File: src/rtl/conv_encoder_k7r3_if.sv
// Stream interface for the K=7 rate-1/3 convolutional encoder.
// The encoder is the slave. The environment that feeds bits and consumes codewords
// is the master.
interface conv_encoder_k7r3_if;
    logic       start_in;
    logic       bit_in;
    logic       bit_valid_in;
    logic       bit_ready_out;
    logic [3:0] yn_out0;
    logic [3:0] yn_out1;
    logic [3:0] yn_out2;
    logic       sym_valid_out;
    logic       sym_ready_in;
    logic       sym_last_out;
    logic       busy_out;

    modport master (
        output start_in, bit_in, bit_valid_in, sym_ready_in,
        input  bit_ready_out, yn_out0, yn_out1, yn_out2,
               sym_valid_out, sym_last_out, busy_out
    );

    modport slave (
        input  start_in, bit_in, bit_valid_in, sym_ready_in,
        output bit_ready_out, yn_out0, yn_out1, yn_out2,
               sym_valid_out, sym_last_out, busy_out
    );
endinterface

File: src/rtl/conv_encoder_k7r3.sv
// Rate-1/3, K=7 convolutional encoder.
// A frame of FRAME_LEN info bits is followed by K-1 zero tail bits, so the trellis
// ends in state 0. Each bit produces one 3-symbol codeword. In each symbol, 4'b0000
// means a coded 0 and 4'b1111 means a coded 1.
module conv_encoder_k7r3 #(
    parameter int             K         = 7,
    parameter logic [K-1:0]   G0        = 7'o133,
    parameter logic [K-1:0]   G1        = 7'o171,
    parameter logic [K-1:0]   G2        = 7'o165,
    parameter int             FRAME_LEN = 64
) (
    input  logic               clk,
    input  logic               reset,
    conv_encoder_k7r3_if.slave bus
);
    localparam int CW = $clog2(FRAME_LEN + K);

    typedef enum logic [1:0] {IDLE, DATA, TAIL, DRAIN} state_t;

    state_t        state;
    logic [K-2:0]  sr;
    logic [CW-1:0] cnt;
    logic          out_free;
    logic          load;
    logic          u;
    logic [K-1:0]  word;

    // Pick the next encoder input bit. Decide whether the output register loads this cycle.
    always_comb begin
        out_free = !bus.sym_valid_out || bus.sym_ready_in;
        u        = 1'b0;
        load     = 1'b0;
        case (state)
            DATA: begin
                u    = bus.bit_in;
                load = bus.bit_valid_in && out_free;
            end
            TAIL: begin
                load = out_free;
            end
            default: begin
                u    = 1'b0;
                load = 1'b0;
            end
        endcase
        word = {u, sr};
    end

    assign bus.bit_ready_out = (state == DATA) && out_free;
    assign bus.busy_out      = (state != IDLE);

    // Frame FSM, shift register and the single-stage output register.
    always_ff @(posedge clk) begin
        if (reset) begin
            state             <= IDLE;
            sr                <= '0;
            cnt               <= '0;
            bus.yn_out0       <= '0;
            bus.yn_out1       <= '0;
            bus.yn_out2       <= '0;
            bus.sym_valid_out <= 1'b0;
            bus.sym_last_out  <= 1'b0;
        end else begin
            if (load) begin
                bus.yn_out0       <= {4{^(G0 & word)}};
                bus.yn_out1       <= {4{^(G1 & word)}};
                bus.yn_out2       <= {4{^(G2 & word)}};
                bus.sym_valid_out <= 1'b1;
                bus.sym_last_out  <= (state == TAIL) && (cnt == CW'(K - 2));
                sr                <= word[K-1:1];
            end else if (bus.sym_ready_in) begin
                bus.sym_valid_out <= 1'b0;
                bus.sym_last_out  <= 1'b0;
            end

            case (state)
                IDLE: begin
                    if (bus.start_in) begin
                        state <= DATA;
                        cnt   <= '0;
                    end
                end
                DATA: begin
                    if (load) begin
                        if (cnt == CW'(FRAME_LEN - 1)) begin
                            state <= TAIL;
                            cnt   <= '0;
                        end else begin
                            cnt <= cnt + CW'(1);
                        end
                    end
                end
                TAIL: begin
                    if (load) begin
                        if (cnt == CW'(K - 2)) begin
                            state <= DRAIN;
                            cnt   <= '0;
                        end else begin
                            cnt <= cnt + CW'(1);
                        end
                    end
                end
                DRAIN: begin
                    if (bus.sym_valid_out && bus.sym_ready_in) begin
                        state <= IDLE;
                    end
                end
                default: state <= IDLE;
            endcase
        end
    end
endmodule
File: src/flat_wrapper.sv
// flat-port wrapper written by rule: the top's interface ports become plain ports
module conv_encoder_k7r3_flat 
#(
    parameter int             K         = 7,
    parameter logic [K-1:0]   G0        = 7'o133,
    parameter logic [K-1:0]   G1        = 7'o171,
    parameter logic [K-1:0]   G2        = 7'o165,
    parameter int             FRAME_LEN = 64
)
  (clk, reset, bus_start_in, bus_bit_in, bus_bit_valid_in, bus_sym_ready_in, bus_bit_ready_out, bus_yn_out0, bus_yn_out1, bus_yn_out2, bus_sym_valid_out, bus_sym_last_out, bus_busy_out);
  conv_encoder_k7r3_if bus_i ();
  input  logic clk;
  input  logic reset;
  input wire logic [$bits(bus_i.start_in)-1:0] bus_start_in;
  input wire logic [$bits(bus_i.bit_in)-1:0] bus_bit_in;
  input wire logic [$bits(bus_i.bit_valid_in)-1:0] bus_bit_valid_in;
  input wire logic [$bits(bus_i.sym_ready_in)-1:0] bus_sym_ready_in;
  output wire logic [$bits(bus_i.bit_ready_out)-1:0] bus_bit_ready_out;
  output wire logic [$bits(bus_i.yn_out0)-1:0] bus_yn_out0;
  output wire logic [$bits(bus_i.yn_out1)-1:0] bus_yn_out1;
  output wire logic [$bits(bus_i.yn_out2)-1:0] bus_yn_out2;
  output wire logic [$bits(bus_i.sym_valid_out)-1:0] bus_sym_valid_out;
  output wire logic [$bits(bus_i.sym_last_out)-1:0] bus_sym_last_out;
  output wire logic [$bits(bus_i.busy_out)-1:0] bus_busy_out;
  assign bus_i.start_in = bus_start_in;
  assign bus_i.bit_in = bus_bit_in;
  assign bus_i.bit_valid_in = bus_bit_valid_in;
  assign bus_i.sym_ready_in = bus_sym_ready_in;
  assign bus_bit_ready_out = bus_i.bit_ready_out;
  assign bus_yn_out0 = bus_i.yn_out0;
  assign bus_yn_out1 = bus_i.yn_out1;
  assign bus_yn_out2 = bus_i.yn_out2;
  assign bus_sym_valid_out = bus_i.sym_valid_out;
  assign bus_sym_last_out = bus_i.sym_last_out;
  assign bus_busy_out = bus_i.busy_out;
  conv_encoder_k7r3 #(.K(K), .G0(G0), .G1(G1), .G2(G2), .FRAME_LEN(FRAME_LEN)) u_core (.clk(clk), .reset(reset), .bus(bus_i));
endmodule
File: config.mk
export PLATFORM = sky130hd
export DESIGN_NAME = conv_encoder_k7r3_flat
export DESIGN_NICKNAME = d
export VERILOG_FILES = /design/src/rtl/conv_encoder_k7r3_if.sv /design/src/rtl/conv_encoder_k7r3.sv /design/src/flat_wrapper.sv
export SDC_FILE = /design/constraint.sdc
export NUM_CORES = 1
export LEC_CHECK = 0
export CAP_MARGIN = 20
export CELL_PAD_IN_SITES_DETAIL_PLACEMENT = 1
export CELL_PAD_IN_SITES_GLOBAL_PLACEMENT = 2
export CORE_UTILIZATION = 32
export CTS_BUF_LIST = sky130_fd_sc_hd__clkbuf_4 sky130_fd_sc_hd__clkbuf_8 sky130_fd_sc_hd__clkbuf_16
export DETAILED_ROUTE_END_ITERATION = 16
export GPL_TIMING_DRIVEN = 0
export PLACE_DENSITY_LB_ADDON = 0.08
export SYNTH_ARGS = -nofsm -noshare
export SYNTH_HDL_FRONTEND = slang
export SYNTH_SLANG_ARGS = --single-unit
File: constraint.sdc
create_clock -name clk -period 3.21 [get_ports clk]
set_input_delay 0.642 -clock clk [delete_from_list [all_inputs] [get_ports clk]]
set_output_delay 0.642 -clock clk [all_outputs]
set_load 0.05 [all_outputs]
# Word-level counts from Yosys, hierarchy flattened
# Cells that the tools add are included.
# totals
reg_bits,20
input_bits,6
out_inout_bits,16
elab_cells,53
# op_classes
n_addsub,1
eq_ne,11
mux,18
reduce_logical,15
# ops
cell,n
2-to-1 mux 7 bit,5
case mux 7 bit (3 select lines),1
XOR reduction 7 bit,3
2-to-1 mux 2 bit,6
case mux 2 bit (4 select lines),1
"adder 7 x 1 -> 7 bit, second input constant",1
"equality test 7 x 3 -> 1 bit, second input constant",1
"equality test 7 x 6 -> 1 bit, second input constant",1
"!= test 2 x 1 -> 1 bit, second input constant",3
"!= test 2 bit, second input constant",3
AND reduction 6 bit,1
"equality test 2 bit, second input constant",2
logical AND 1 bit,4
2-to-1 mux 1 bit,4
AND reduction 4 bit,1
nonzero test 2 bit,2
nonzero test 3 bit,1
"equality test 2 x 1 -> 1 bit, second input constant",1
logical NOT 2 bit,1
case mux 1 bit (2 select lines),1
logical NOT 1 bit,1
logical OR 1 bit,1

# Longest topological paths before layout
# logic_depth
word_depth,6
depth_mapped,8

# Least setup slack after synthesis
# No wires, ideal clock.
# synth_timing
path_type,input -> output
startpoint,input bus_sym_ready_in
endpoint,output bus_bit_ready_out
arrival_ps,1289
required_ps,2568
slack_ps,1279
stages,2
path_buffers,0
path_cell_list,nand2b_1 > and2_1
# synth_via
elab_chain_len,2
# synth_rtl
item,line,rtl
start: declaration,flat_wrapper.sv:17,input wire logic [$bits(bus_i.sym_ready_in)-1:0] bus_sym_ready_in;
logical OR 1 bit,conv_encoder_k7r3.sv:30,out_free = !bus.sym_valid_out || bus.sym_ready_in;
logical AND 1 bit,conv_encoder_k7r3.sv:49,assign bus.bit_ready_out = (state == DATA) && out_free;
end: declaration,flat_wrapper.sv:18,output wire logic [$bits(bus_i.bit_ready_out)-1:0] bus_bit_ready_out;
# Every way passes these cells.

# Final worst setup path
# Same ends and word-level chain as after synthesis.

==> reports/metrics.cfg <==
[setup_path]
slowest_stage = clkdlybuf4s50_1
cp_data_required_time_ps = 2570
cp_common_cell = clkdlybuf4s50_1
crit_type = input port to output port
cp_slowest_stage_delay_ps = 790
path_delay_family = buffers and inverters
cp.buffers_inverters = 2
path_cells = clkdlybuf4s50_1 -> nand2b_1 -> and2_1 -> clkdlybuf4s50_1
worstPathMaxFanout = 5
critPathArrivalTime_ps = 2330
startpoint_type = input port
endpoint_kind = output port

[yosys]
synthTopCellsByArea = dfxtp_1 34%, nand2_1 8.5%, ha_1 6.3%
yosys_warnings = 0
synth.distinct_cells = 38
synth_edf_count = 0
synth-main-ff-cell = dfxtp_1
syn-cell-area_um2 = 1186
yosysSeqAreaShare_pct = 33.76
ys_ff_latch = 20
syn_nets = 156
avgSynthCellArea_um2 = 8.237
yosysTopAreaCell = dfxtp_1
synth_top_area_share_pct = 33.76
synth_cells = 144
postSynth.asyncResetShare_pct = 0

[pwr]
p_per_area_nw_per_um2 = 714.1
p_leak_nw = 0.5442
ir_drop_uv = 198.8

[flow_run]
drv_cap = 0

[die]
die-area_um2 = 3954
num_io_pins = 22
initial_core_util_pct = 34.46
coreArea_um2 = 3442
die-width_um = 62.88
rows = 21
die_h_um = 62.88

[global_route]
antenna_found_initial = 0
grt_pass1_vias = 1094
grt_pass1_wl_mm = 4.926
grt_start_max_net_pins = 13
overflow = 0
grt_usage_pct = 15.69

[timing]
final-hold-violation-count = 0
finalSetupTns_ps = 0
finalCriticalPeriod_ps = 2969
rsz0062_at_grt = no
max_freq_ghz = 0.3368
max_slew_margin_pct = 58.73
fin_crit_sh_pct = 92.51
skew_ps = 1.675
setup_viol = 0
worst_pin_slew_ps = 619.0
drv_slew = 0

[routing]
dr.pass1.iters = 4
totalWireLength_mm = 2.885
routedWlPerCell_um = 13.48
vias = 1082
drc = 0
first_iter_violations = 26
postRouteAntennaNets = 0
vias_per_cell = 5.056

[clock_network]
ctsHoldBuffers = 0
clkTransAtPathRegs_ps = 80
clock-root-buffer = clkbuf_8
clk_latency_ps = 260
h-tree-depth = 1
post_cts_resized = 0
cts_sinks = 20
post-cts-setup-buffer-count = 0
clockBufferDepth = 2
numCtsBuffers = 3
cts_tree = done

[placement]
io_buffers = 20
gp_congestion = 0.7100
hpwl_mm = 2.163

[layout]
fin_util_pct = 44.02
fin_nets = 181
drive_gt1_share_pct = 13.10
n_antenna_cell = 0
syn2layout_area_growth_pct = 27.74

[min_path]
hold_path_class = flop to flop

[outcome]
status = finished, final reports clean

[placed cells by master, fill, tap and decap left out, types with 2 or more instances in the layout]
| cell type | netlist | layout |
|---|---|---|
| nand2_1 | 27 | 27 |
| clkdlybuf4s50_1 | 0 | 20 |
| dfxtp_1 | 20 | 20 |
| a21oi_1 | 12 | 12 |
| nand3_1 | 11 | 11 |
| buf_4 | 9 | 9 |
| inv_1 | 7 | 7 |
| nor2_1 | 7 | 7 |
| a31oi_1 | 7 | 7 |
| ha_1 | 6 | 6 |
| clkbuf_1 | 3 | 3 |
| xnor2_1 | 3 | 3 |
| xor2_1 | 3 | 3 |
| nand3b_1 | 3 | 3 |
| clkbuf_8 | 0 | 3 |
| nor3_1 | 2 | 2 |
[worst register-to-register path: cells and delay by family (launching register included)]
family,cells,cell delay (ps)
flip-flops,1,370
adder cells (fa/ha/maj),1,290
AND/OR/NAND/NOR,2,310
AO/OA/AOI/OAI,3,890
buffers and inverters,2,220
[synthesized netlist by cell type, drive strengths merged, types with 2 or more instances]
library cell and instances:
nand2 27, inv 7, xnor2 3, a31oi 7
ha 6, nand3 12, buf 11, nor3 2
dfxtp 20, clkbuf 3, xor2 3, a21oi 12
nor2 7, nand3b 3
[area by class of cell]
| cell class | instances | area [um^2] |
|---|---|---|
| buffer | 14 | 95.09 |
| clock buffer | 3 | 41.29 |
| clock inverter | 1 | 30.03 |
| fill | 414 | 1927 |
| inverter | 7 | 26.28 |
| multi-input combinational | 103 | 664.4 |
| sequential | 20 | 400.4 |
| tap | 46 | 57.56 |
| timing repair buffer | 20 | 200.2 |
[state kept, by name (all words and copies together), names as in the netlist]
name                      flops
u_core.bus.sym_valid_out      1
u_core.sr                     6
u_core.state                  2
u_core.bus.yn_out1            1
u_core.bus.sym_last_out       1
u_core.cnt                    7
u_core.bus.yn_out0            1
u_core.bus.yn_out2            1
[per-stage QoR]
stage | power, mW | cells | worst slack (ps) | hold WS, ps | instance area [um^2]
after CTS | 1.094 | 214 | 226.3 | 480.4 | 1515
final | 1.082 | 214 | 240.5 | 474.4 | 1515
after global placement | 0.8249 | 210 | 227.2 | 460.7 | 1444
after floorplan | 0.6899 | 144 | 1279 | 445.6 | 1186
after detailed placement | 0.8357 | 210 | 228.3 | 468.8 | 1444
after global routing | 1.145 | 214 | 168.3 | 504.1 | 1515
[worst paths after layout]
check	start	endpoint	slack, ps	depth (start not counted)
worst max register to register	u_core.state[1]	u_core.cnt[6]	1050	8
worst min-delay path	u_core.sr[0]	u_core.sr[0]	470	2
worst min register to register	u_core.sr[0]	u_core.sr[0]	470	2
worst max-delay path	bus_sym_ready_in	bus_bit_ready_out	240	4
[logic make-up after synthesis]
family	share of synthesized area [%]
flip-flops	33.75
AND/OR/NAND/NOR	24.37
AO/OA/AOI/OAI	18.88
adder cells (fa/ha/maj)	6.329
XOR/XNOR	6.435
buffers and inverters	10.23
[power by group]
part           leakage [nW]  switching [mW]  internal [mW]
Sequential            0.162          0.0196          0.267
Clock                0.0357          0.0876          0.167
Combinational         0.347           0.347          0.194
[routing by layer]
metal,part of all wire (%),vias to the layer above,GRT usage (%)
li1,-,542,-
met2,45,28,26.48
met1,50,507,19.67
met3,3.8,5,1.825
met5,0,-,0
met4,1.8,0,7.267
(Power assumes the default switching activity.)
